**config.mk**
```make
export PLATFORM = sky130hd
export DESIGN_NAME = alu_arbiter
export DESIGN_NICKNAME = d
export VERILOG_FILES = /design/src/rtl/alu_arbiter.sv
export SDC_FILE = /design/constraint.sdc
export NUM_CORES = 1
export LEC_CHECK = 0
export CAP_MARGIN = 20
export CORE_MARGIN = 4
export CORE_UTILIZATION = 41
export DETAILED_ROUTE_END_ITERATION = 7
export GPL_ROUTABILITY_DRIVEN = 0
export PLACE_DENSITY_LB_ADDON = 0.08
export SYNTH_ARGS = -nofsm -noshare
export SYNTH_HDL_FRONTEND = slang
export SYNTH_SLANG_ARGS = --single-unit
```
**constraint.sdc**
```tcl
create_clock -name clk -period 2.1 [get_ports clk]
set_clock_uncertainty 0.05 [all_clocks]
set_input_delay 0.42 -clock clk [delete_from_list [all_inputs] [get_ports clk]]
set_output_delay 0.42 -clock clk [all_outputs]
set_load 0.03 [all_outputs]
```
**src/rtl/alu_arbiter.sv**
```systemverilog
// alu_arbiter: grants one of two requesters access to a shared combinational 24-bit ALU and returns its result
module alu_arbiter #(
    parameter bit FIXED_PRIO = 1'b0
) (
    input  logic        clk,
    input  logic        rst_n,
    input  logic        req0_valid,
    input  logic [1:0]  req0_op,
    input  logic [23:0] req0_a,
    input  logic [23:0] req0_b,
    output logic        req0_ready,
    input  logic        req1_valid,
    input  logic [1:0]  req1_op,
    input  logic [23:0] req1_a,
    input  logic [23:0] req1_b,
    output logic        req1_ready,
    output logic [1:0]  alu_op,
    output logic [23:0] alu_a,
    output logic [23:0] alu_b,
    input  logic [23:0] alu_r,
    output logic        rsp_valid,
    output logic        rsp_id,
    output logic [23:0] rsp_r,
    input  logic        rsp_ready,
    output logic        busy,
    output logic [7:0]  done_cnt
);
    typedef enum logic [1:0] {IDLE, EXEC, RESP} state_t;
    state_t      state_q, state_d;
    logic [1:0]  op_q, op_d;
    logic [23:0] a_q, a_d, b_q, b_d, r_q, r_d;
    logic        id_q, id_d, rid_q, rid_d, last_q, last_d;
    logic [7:0]  done_q, done_d;
    logic        gnt, grant_ok;
    // Under contention round-robin picks whoever was not granted last time.
    assign gnt        = (req0_valid && req1_valid) ? (FIXED_PRIO ? 1'b0 : ~last_q) : req1_valid;
    assign grant_ok   = rst_n && (state_q == IDLE);
    assign req0_ready = grant_ok && req0_valid && !gnt;
    assign req1_ready = grant_ok && req1_valid && gnt;
    assign alu_op     = op_q;
    assign alu_a      = a_q;
    assign alu_b      = b_q;
    assign rsp_valid  = (state_q == RESP);
    assign rsp_id     = rid_q;
    assign rsp_r      = r_q;
    assign busy       = (state_q != IDLE);
    assign done_cnt   = done_q;
    always_comb begin
        state_d = state_q;
        op_d    = op_q;
        a_d     = a_q;
        b_d     = b_q;
        id_d    = id_q;
        last_d  = last_q;
        r_d     = r_q;
        rid_d   = rid_q;
        done_d  = done_q;
        case (state_q)
            IDLE: if (req0_valid || req1_valid) begin
                state_d = EXEC;
                op_d    = gnt ? req1_op : req0_op;
                a_d     = gnt ? req1_a : req0_a;
                b_d     = gnt ? req1_b : req0_b;
                id_d    = gnt;
                last_d  = gnt;
            end
            EXEC: begin
                state_d = RESP;
                r_d     = alu_r;
                rid_d   = id_q;
            end
            RESP: if (rsp_ready) begin
                state_d = IDLE;
                done_d  = done_q + 8'd1;
            end
            default: state_d = IDLE;
        endcase
    end
    always_ff @(posedge clk or negedge rst_n) begin
        if (!rst_n) begin
            state_q <= IDLE;
            op_q    <= '0;
            a_q     <= '0;
            b_q     <= '0;
            id_q    <= 1'b0;
            last_q  <= 1'b1;
            r_q     <= '0;
            rid_q   <= 1'b0;
            done_q  <= '0;
        end else begin
            state_q <= state_d;
            op_q    <= op_d;
            a_q     <= a_d;
            b_q     <= b_d;
            id_q    <= id_d;
            last_q  <= last_d;
            r_q     <= r_d;
            rid_q   <= rid_d;
            done_q  <= done_d;
        end
    end
endmodule

```
* Word-level counts from Yosys, hierarchy flattened
Cells that the tools add are included.
Word-level totals: bits in registers 87, output and inout bits 87, logic and storage cells 35
Operators by class: reductions and logical operators 13, $add $sub $neg 1, muxes and demuxes 7, bitwise gates (word level) 1, equal/unequal tests 4
Operators by type and width (count):
- $mux W24 | 2
- $add A8 B1 Y8 const B | 1
- $logic_and A1 B1 Y1 | 6
- $mux W2 | 3
- $pmux W2 S3 | 1
- $reduce_and A2 Y1 | 3
- $ne A2 B1 Y1 const B | 2
- $eq A2 B1 Y1 const B | 1
- $eq A2 B2 Y1 const B | 1
- $logic_not A2 Y1 | 1
- $reduce_bool A2 Y1 | 1
- $logic_not A1 Y1 | 1
- $logic_or A1 B1 Y1 | 1
- $mux W1 | 1
- $not A1 Y1 | 1

* Logic depth before layout (Yosys ltp)
Gate-level depths: netlist of the first run.
depth after elaboration 4, gate-level depth with buffers 5

* Least setup slack after synthesis of the first run
OpenSTA, ideal clock, no wires.
kind input port to output port, from in req1_valid, to out req1_ready, required time 1.630 ns, path slack 0.314 ns, data arrival time 1.316 ns, path buffers 2, stages 4, cell sequence a21bo_1 -> buf_6 -> buf_6 -> nor2_1
Between the ends: word-level cells in the longest chain between the ends 3, elaborated cells between the ends (all ways) 4, classes of those cells mux (1); reduce/logical (3)
RTL lines:
- from (decl) | line 12 | input logic req1_valid,
- $logic_and A1 B1 Y1 | line 36 | assign gnt = (req0_valid && req1_valid) ? (FIXED_PRIO ? 1'b0 : ~last_q) : req1_valid;
- $mux W1 | line 36
- $logic_and A1 B1 Y1 * | line 39 | assign req1_ready = grant_ok && req1_valid && gnt;
- to (decl) | line 16 | output logic req1_ready,
Mark *: on every way between the ends. The rest lies on a longest branch, timed or not.

* Worst setup path in the final report of the first run
Ends and elaborated chain as after synthesis.

==> impl_metrics.env, run 1 <==
export IMPL_comb_power_share_pct=59.6
export IMPL_cts_sinks=87
export IMPL_cap_violations=0
export IMPL_synth_area_mm2=0.00433
export IMPL_drive_above_1_share_pct=33.1
export IMPL_grt_ovfl_total=0
export IMPL_leakage_nw=3.08
export IMPL_dp_hpwl_um=8300
export IMPL_hold_path_class="primary input to async pin"
export IMPL_drc=0
export IMPL_p_sw_w=0.00406
export IMPL_gr_usage_met3_pct=4.59
export IMPL_cp_data_arrival_time_ns=1.55
export IMPL_synthCells=264
export IMPL_nets=620
export IMPL_setup_viol=0
export IMPL_numCtsBuffers=9
export IMPL_worst_slack_ns=0.0767
export IMPL_final_min_period_over_clock_period_pct=96.3
export IMPL_drt_pass1_iterations=4
export IMPL_worstPathMaxFanout=5
export IMPL_grt_busiest_layer="met2"
export IMPL_grt_pass1_wl_um=16900
export IMPL_worst_setup_path_end_kind="output port"
export IMPL_clk_latency_ns=0.34
export IMPL_cp_start_kind="primary input"
export IMPL_synth_top_area_share_pct=49.7
export IMPL_wl_per_cell_um=17.0
export IMPL_die_area_mm2=0.0123
export IMPL_grt_max_degree=60
export IMPL_period_needed_ns=2.02
export IMPL_worstMarginPinSlew_ns=0.720
export IMPL_placementRows=37
export IMPL_critPathRequiredTime_ns=1.63
export IMPL_cts_tree="done"
export IMPL_drt_wl_total_um=10700
export IMPL_synth_avg_cell_area_um2=16.4
export IMPL_synth_distinct_cells=28
export IMPL_rsz0062_at_grt="no"
export IMPL_grt_antenna_before_repair=0
export IMPL_r2r_cells=5
export IMPL_final_antenna_net_count=0
export IMPL_synth_main_ff_cell="dfrtp_1"
export IMPL_hold_viol=0
export IMPL_place_ws_ns=-0.0701
export IMPL_clockBufferDepth=2
export IMPL_path_clk_slew_ns=0.09
export IMPL_drt_iter0_markers=91
export IMPL_seq_power_share_pct=29.2
export IMPL_track_usage_pct=17.4
export IMPL_diodes=0
export IMPL_portBuffers=215
export IMPL_clock_fmax_ghz=0.494
export IMPL_synth_edf_count=0
export IMPL_clkPwrFrac_pct=11.2
export IMPL_yosysTopAreaCell="dfrtp_1"
export IMPL_yosys_top_cells_count="mux2_4, dfrtp_1, mux2_2"
export IMPL_vias=2939
export IMPL_ys_ff_latch=87
export IMPL_async_flop_share_pct=100
export IMPL_ios=216
export IMPL_slew_headroom_pct=52.0
export IMPL_coreArea_mm2=0.0103
export IMPL_ys_warn_count=0
export IMPL_die_y_um=111
export IMPL_syn_nets=394
export IMPL_root_buffer="clkbuf_8"
export IMPL_use_met2_pct=30.4
export IMPL_h_tree_depth=3
export IMPL_swShare_pct=39.2
export IMPL_path_class="primary input to output port"
export IMPL_start_util_pct=41.9
export IMPL_grt_pass1_vias=3214
export IMPL_status="complete, no violations"
export IMPL_p_int_w=0.00628
export IMPL_ir_drop_uv=867
export IMPL_holdBufCountCts=0
export IMPL_synth_most_common_cell="mux2_4"
export IMPL_dieWidth_um=111
export IMPL_area_delta_synth_final_pct=58.8
export IMPL_yosysSeqAreaShare_pct=50.3
export IMPL_p_per_area_mw_per_mm2=1500
export IMPL_yosys_top_cells_area="dfrtp_1, mux2_4, mux2_2, buf_8, buf_6"
export IMPL_fin_util_pct=66.6
export IMPL_drt_vias_per_instance=4.66
export IMPL_use_met1_pct=21.1
export IMPL_slew_violations=0
## per-layer routing
metal  wire [µm]  vias to the layer above
met5           0                        -
met4          90                        0
met3         689                        6
met2        5470                      107
met1        4480                     1443
li1            -                     1383
## stage by stage
step                      cells  hold WS (ns)  cell area [µm²]  total power [W]  TNS, ns
after global routing        631         0.109             6870           0.0109        0
final                       631        0.0860             6870           0.0103        0
after CTS                   631        0.0913             6870           0.0105        0
after detailed placement    613         0.414             6660          0.00926    -1.32
after global placement      613         0.410             6660          0.00918  -0.0886
after floorplan             264        0.0744             4330          0.00687        0
## kinds of logic (layout without fill, tap and decap cells)
| family | count (synthesis) | after routing | share of synthesized area (%) |
|---|---|---|---|
| xor gates and xnor gates | 7 | 7 | 1.42 |
| AOI/OAI and AO/OA | 6 | 6 | 0.925 |
| adders and majority gates | 1 | 1 | 0.289 |
| DFF | 87 | 87 | 50.3 |
| and+or+nand+nor | 17 | 17 | 2.11 |
| muxes | 126 | 126 | 40.9 |
| buffers and inverters | 20 | 251 | 3.99 |
## state kept, by name, summed over array words and instances, names as in the netlist
register  count
alu_a        24
alu_b        24
rsp_r        24
done_cnt      8
alu_op        2
state_q       2
id_q          1
last_q        1
rsp_id        1
## power by group through the flow
stage | Combinational, W | Sequential (W) | Clock [W]
2_1_floorplan | 0.00231 | 0.00456 | 0
3_3_place_gp | 0.00616 | 0.00302 | 0
3_5_place_dp | 0.00624 | 0.00302 | 0
4_1_cts | 0.00623 | 0.00303 | 0.00121
5_1_grt | 0.00644 | 0.00314 | 0.00128
6_report | 0.00616 | 0.00302 | 0.00116
## placed cells by master (no fill, tap or decap), types with 3 or more instances in the layout
cell / n
mux2_4: 94
xnor2_1: 3
buf_12: 5
mux2_2: 32
buf_4: 13
nand2_1: 3
inv_1: 5
xor2_1: 4
nor2_1: 3
clkbuf_8: 9
dfrtp_1: 86
clkdlybuf4s50_1: 210
## repair_timing
item / CTS / global route
endpoints found under the setup margin: 3 / 1
gates resized for setup: 2 / 1
setup buffers: 2 / 0
## critical path, cell delays in order
cell and delay [ns]:
clkdlybuf4s50_1 0.47, a21bo_4 0.25, buf_12 0.14, nor2_2 0.10
buf_4 0.16
## worst paths after layout
path                                   from           to  slack, ns
min in group clk                done_cnt[7]  done_cnt[7]       0.43
worst min register to register  done_cnt[7]  done_cnt[7]       0.43
worst min-delay path                  rst_n     alu_b[5]       0.09
max in group asynchronous             rst_n     alu_a[9]       1.30
worst max-delay path             req1_valid   req1_ready       0.08
worst max register to register       last_q    alu_b[20]       0.27
## final cells by class
cell class | instances | area [µm²]
clock buffers | 9 | 124
inverters | 5 | 18.8
flip-flops and latches | 87 | 2180
multi-input cells | 157 | 1990
well taps | 136 | 170
clock inverters | 7 | 72.6
repair buffers | 230 | 2320
fillers | 773 | 3450
No activity file was read; power rests on OpenSTA's default activity.
==> run 2: changes to the inputs <==
--- a/config.mk
+++ b/config.mk
@@ -10,7 +10,9 @@
 export CORE_UTILIZATION = 41
 export DETAILED_ROUTE_END_ITERATION = 7
 export GPL_ROUTABILITY_DRIVEN = 0
+export MAX_ROUTING_LAYER = met4
 export PLACE_DENSITY_LB_ADDON = 0.08
+export RECOVER_POWER = 50
 export SYNTH_ARGS = -nofsm -noshare
 export SYNTH_HDL_FRONTEND = slang
 export SYNTH_SLANG_ARGS = --single-unit
==> run 2 against run 1 <==
The flow now finishes with violations (max-capacitance violations, max-slew violations). Flip-flop and latch count unchanged. Cell area is 0.64% lower. Routed wire length fell by 0.25%. First-iteration DRC count up 4.4%. Global-route usage rose by 0.49 points. Largest cell class unchanged. Largest power group unchanged. Highest routed layer unchanged.
==> impl_metrics.env, run 2 (synthesis gave the netlist of run 1 again) <==
export IMPL_setup_tns_ns=0
export IMPL_power_total_w=0.0103
export IMPL_path_clk_slew_ns=0.09
export IMPL_cts_tree="done"
export IMPL_dieWidth_um=111
export IMPL_cts_sinks=87
export IMPL_multi_input_area_mm2=0.00198
export IMPL_ir_drop_uv=868
export IMPL_drive_above_1_share_pct=31.7
export IMPL_final_min_period_over_clock_period_pct=96.5
export IMPL_grt_antenna_before_repair=0
export IMPL_area_delta_synth_final_pct=57.8
export IMPL_p_per_area_mw_per_mm2=1500
export IMPL_drt_pass1_iterations=4
export IMPL_start_util_pct=41.9
export IMPL_grt_max_degree=60
export IMPL_final_antenna_net_count=0
export IMPL_p_sw_w=0.00405
export IMPL_clockBufferDepth=2
export IMPL_portBuffers=215
export IMPL_cp_data_arrival_time_ns=1.56
export IMPL_hold_path_class="flip-flop to flip-flop"
export IMPL_slew_headroom_pct=-2.99
export IMPL_drc=0
export IMPL_coreArea_mm2=0.0103
export IMPL_grt_pass1_wl_um=16900
export IMPL_clock_fmax_ghz=0.494
export IMPL_die_y_um=111
export IMPL_path_class="primary input to output port"
export IMPL_worstMarginPinSlew_ns=1.54
export IMPL_seq_power_share_pct=29.4
export IMPL_period_needed_ns=2.03
export IMPL_ff_latch_area_mm2=0.00218
export IMPL_numCtsBuffers=9
export IMPL_placementRows=37
export IMPL_comb_power_share_pct=59.3
export IMPL_root_buffer="clkbuf_8"
export IMPL_leakage_nw=3.05
export IMPL_violations="max-capacitance violations, max-slew violations"
export IMPL_cap_violations=1
export IMPL_drt_wl_total_um=10700
export IMPL_rsz0062_at_grt="no"
export IMPL_grt_pass1_vias=3221
export IMPL_status="finished with violations"
export IMPL_swShare_pct=39.4
export IMPL_final_cell_mix="clkdlybuf4s50_1, mux2_4, dfrtp_1, mux2_2"
export IMPL_grt_ovfl_total=0
export IMPL_hold_viol=0
export IMPL_ios=216
export IMPL_slew_violations=29
export IMPL_cp_start_kind="primary input"
export IMPL_clkPwrFrac_pct=11.3
export IMPL_drt_iter0_markers=95
export IMPL_nets=620
export IMPL_h_tree_depth=3
export IMPL_vias=2938
export IMPL_final_common_cell="clkdlybuf4s50_1"
export IMPL_dp_hpwl_um=8300
export IMPL_place_area_mm2=0.00666
export IMPL_drt_vias_per_instance=4.66
export IMPL_setup_viol=0
export IMPL_fin_util_pct=66.2
export IMPL_worstPathMaxFanout=5
export IMPL_nFillCells=786
export IMPL_die_area_mm2=0.0123
export IMPL_diodes=0
export IMPL_clk_latency_ns=0.34
export IMPL_worst_setup_path_end_kind="output port"
export IMPL_p_int_w=0.00621
export IMPL_design_area_mm2=0.00683
export IMPL_wl_per_cell_um=16.9
export IMPL_critPathRequiredTime_ns=1.63
export IMPL_track_usage_pct=17.9
[run 2: critical path, stage by stage]
cell	delay (ns)
clkdlybuf4s50_1	0.47
a21bo_4	0.25
buf_12	0.14
nor2_2	0.11
buf_4	0.17
[run 2: worst paths after layout]
check                                  from           to  slack, ns  cells after the start
worst max-delay path             req1_valid   req1_ready       0.07                      5
worst min-delay path            done_cnt[7]  done_cnt[7]       0.43                      1
worst max register to register       last_q    alu_b[19]       0.14                      5
worst min register to register  done_cnt[7]  done_cnt[7]       0.43                      1
max in group asynchronous             rst_n     alu_b[4]       0.39                      2
min in group asynchronous             rst_n  done_cnt[6]       0.68                      2
[run 2: through the flow]
step / cells / worst slack [ns] / hold WS (ns)
floorplan: 264 / 0.314 / 0.0744
global placement: 613 / -0.0323 / 0.410
detailed placement: 613 / -0.0701 / 0.414
CTS: 631 / 0.0417 / 0.0913
global route: 631 / 0.0144 / 0.457
finish: 631 / 0.0743 / 0.430
[run 2: metal layers]
metal	routed length, µm	global-route usage (%)	up-vias
met1	4520	21.5	1439
met2	5470	30.3	107
met4	89	5.17	0
met3	612	4.04	6
li1	-	-	1386
met5	0	-	-
[run 2: power by group through the flow]
stage          sequential (W)  clock, W  combinational [W]
5_1_grt               0.00313   0.00128            0.00637
3_5_place_dp          0.00302         0            0.00624
2_1_floorplan         0.00456         0            0.00231
6_report              0.00302   0.00116            0.00609
3_3_place_gp          0.00302         0            0.00616
4_1_cts               0.00303   0.00121            0.00623
[run 2: repair_timing]
action                                  in CTS  in global routing
hold buffers                                 0                  0
gates cloned                                 0                  0
buffers inserted                             2                  0
endpoints found under the setup margin       3                  1
gates resized for setup                      2                  1
endpoints found under the hold margin        0                  0
[run 2: final cells by class]
type | count | share of cell area [%]
repair buffers | 230 | 33.5
well taps | 136 | 2.49
inverters | 5 | 0.275
clock buffers | 9 | 1.81
flip-flops and latches | 87 | 31.9
clock inverters | 7 | 1.06
multi-input cells | 157 | 29.0
==> run 3: changes to the inputs <==
--- a/config.mk
+++ b/config.mk
@@ -5,9 +5,10 @@
 export SDC_FILE = /design/constraint.sdc
 export NUM_CORES = 1
 export LEC_CHECK = 0
+export ABC_AREA = 1
 export CAP_MARGIN = 20
 export CORE_MARGIN = 4
-export CORE_UTILIZATION = 41
+export CORE_UTILIZATION = 39
 export DETAILED_ROUTE_END_ITERATION = 7
 export GPL_ROUTABILITY_DRIVEN = 0
 export MAX_ROUTING_LAYER = met4
==> run 3 against run 2 <==
The flow now finishes without violations. Synthesized cell count grew 54%. Critical path depth shrank 4. Flip-flop and latch count is the same. Clock power grew 9%. Cell area shrank 8.1%. Fmax grew 2.8%. Worst setup slack gained 0.055 ns. Largest cell class unchanged. Die area shrank 6.7%. Cell count grew 19%. Routed wire length grew 8.8%. Non-clock buffer count shrank 5.
==> impl_metrics.env, run 3 <==
export IMPL_synth_area_mm2=0.00382
export IMPL_diodes=0
export IMPL_route_met2_wl_um=5620
export IMPL_drt_met1_wl_um=4860
export IMPL_drive_above_1_share_pct=6.72
export IMPL_hp_start="last_q"
export IMPL_cp_num_cells=1
export IMPL_ios=216
export IMPL_crit_buf_inv=1
export IMPL_async_flop_share_pct=100
export IMPL_wl_per_cell_um=15.4
export IMPL_worst_setup_path_end_kind="output port"
export IMPL_cp_cell_sequence="clkdlybuf4s50_1"
export IMPL_nets=750
export IMPL_wl_met3_um=820
export IMPL_grt_antenna_before_repair=0
export IMPL_final_cell_mix="clkdlybuf4s50_1, dfrtp_1, nand2_1, o21ai_1, nor2_1"
export IMPL_clock_fmax_ghz=0.507
export IMPL_dr_max_layer_used="met4"
export IMPL_synth_edf_count=0
export IMPL_drt_vias_per_instance=4.80
export IMPL_portBuffers=215
export IMPL_cap_violations=0
export IMPL_dp_hpwl_um=8740
export IMPL_root_buffer="clkbuf_8"
export IMPL_final_min_period_over_clock_period_pct=93.8
export IMPL_leakage_nw=2.70
export IMPL_crit_family="buffers and inverters"
export IMPL_reg2reg_to="rsp_r[13]"
export IMPL_status="complete, no violations"
export IMPL_grt_pass1_vias=3595
export IMPL_drc=0
export IMPL_r2r_cells=3
export IMPL_die_y_um=107
export IMPL_synthCells=406
export IMPL_drt_wl_total_um=11600
export IMPL_synth_most_common_cell="dfrtp_1"
export IMPL_ys_warn_count=0
export IMPL_synth_top_area_share_pct=56.4
export IMPL_grt_max_degree=88
export IMPL_slowest_stage="clkdlybuf4s50_1"
export IMPL_cts_tree="done"
export IMPL_final_antenna_net_count=0
export IMPL_holdBufCountCts=0
export IMPL_cts_sinks=87
export IMPL_dieWidth_um=107
export IMPL_numCtsBuffers=9
export IMPL_hold_path_class="flip-flop to flip-flop"
export IMPL_start_util_pct=40.7
export IMPL_clk_latency_ns=0.35
export IMPL_path_clk_slew_ns=0.09
export IMPL_place_ws_ns=-0.0611
export IMPL_setup_viol=0
export IMPL_yosys_top_cells_count="dfrtp_1, nand2_1, o21ai_1"
export IMPL_final_common_cell="clkdlybuf4s50_1"
export IMPL_drt_pass1_iterations=4
export IMPL_yosys_top_cells_area="dfrtp_1, o21ai_1, nand2_1, nor2_1, mux2_1"
export IMPL_area_delta_synth_final_pct=64.4
export IMPL_synth_distinct_cells=22
export IMPL_path_class="flip-flop to output port"
export IMPL_r2r_slack_ns=0.24
export IMPL_worst_slack_ns=0.129
export IMPL_clockBufferDepth=2
export IMPL_drt_iter0_markers=149
export IMPL_startpoint="done_cnt[4]"
export IMPL_slew_violations=0
export IMPL_vias=3621
export IMPL_post_cts_setup_buffer_count=0
export IMPL_cp_start_kind="flip-flop"
export IMPL_synth_main_ff_cell="dfrtp_1"
export IMPL_worstPathMaxFanout=5
export IMPL_critPathRequiredTime_ns=1.63
export IMPL_track_usage_pct=21.1
export IMPL_worstMarginPinSlew_ns=1.18
export IMPL_syn_nets=536
export IMPL_grt_pass1_wl_um=18400
export IMPL_design_area_mm2=0.00628
export IMPL_ys_ff_latch=87
export IMPL_slew_headroom_pct=21.6
export IMPL_p_per_area_mw_per_mm2=1540
export IMPL_coreArea_mm2=0.00937
export IMPL_period_needed_ns=1.97
export IMPL_grt_ovfl_total=0
export IMPL_place_area_mm2=0.00609
export IMPL_rr_startpoint="state_q[1]"
export IMPL_cp_data_arrival_time_ns=1.50
export IMPL_hold_viol=0
export IMPL_cts_resized=2
export IMPL_yosysTopAreaCell="dfrtp_1"
export IMPL_holdWs_ns=0.424
export IMPL_yosysSeqAreaShare_pct=57.0
export IMPL_synth_avg_cell_area_um2=9.41
export IMPL_ir_drop_uv=636
export IMPL_placementRows=35
export IMPL_crit_end="done_cnt[4]"
export IMPL_die_area_mm2=0.0114
export IMPL_rsz0062_at_grt="no"
export IMPL_h_tree_depth=3
export IMPL_cpPeakStageDelay_ns=0.70
==> run 3: changes by cell type after synthesis, sizes merged, moves of 3 or more <==
| cell | change |
|---|---|
| inv | +9 |
| clkbuf | +7 |
| nand2 | +84 |
| o21ai | +102 |
| xnor2 | -3 |
| nor2 | +57 |
| mux2 | -102 |
==> run 3: worst min-delay path by stage <==
stage,depth (start not counted),endpoint,slack (ns)
floorplan,0,alu_a[0],0.07
CTS,2,rsp_r[11],0.09
finish,2,last_q,0.42
detailed placement,2,last_q,0.42
global placement,2,last_q,0.41
global route,2,alu_b[14],0.46
==> run 3: final cells by class <==
class | instances | area [µm²]
repair buffers | 225 | 2240
clock inverters | 4 | 52.6
multi-input cells | 283 | 1430
clock buffers | 12 | 165
well taps | 129 | 161
inverters | 14 | 55.1
fillers | 811 | 3100
flip-flops and latches | 87 | 2180
==> run 3: where the power goes <==
| part | internal [W] | switching [W] | total (W) |
|---|---|---|---|
| registers | 0.00250 | 0.000441 | 0.00294 |
| clock network | 0.000650 | 0.000608 | 0.00126 |
| logic | 0.00228 | 0.00316 | 0.00545 |
| total | 0.00544 | 0.00421 | 0.00965 |
==> run 3: per-layer routing <==
layer / track usage (%) / up-vias
met3: 5.00 / 22
met4: 9.04 / 0
met1: 25.0 / 1692
met2: 34.6 / 151
li1: - / 1756
met5: - / -
==> run 3: kinds of logic after synthesis <==
| kind of cell | share of synthesized area (%) |
|---|---|
| adders and majority gates | 0.328 |
| buffers and inverters | 5.31 |
| AOI/OAI and AO/OA | 13.5 |
| muxes | 7.08 |
| xor gates and xnor gates | 0.917 |
| DFF | 57.0 |
| and+or+nand+nor | 15.8 |
==> run 3: metrics by stage <==
step	TNS, ns	cells	power (W)	utilization [%]
finish	0	754	0.00965	67.0
global route	0	754	0.0103	67.0
CTS	0	754	0.00980	67.3
detailed placement	-0.894	738	0.00854	65.0
global placement	0	738	0.00844	65.0
floorplan	0	406	0.00618	-
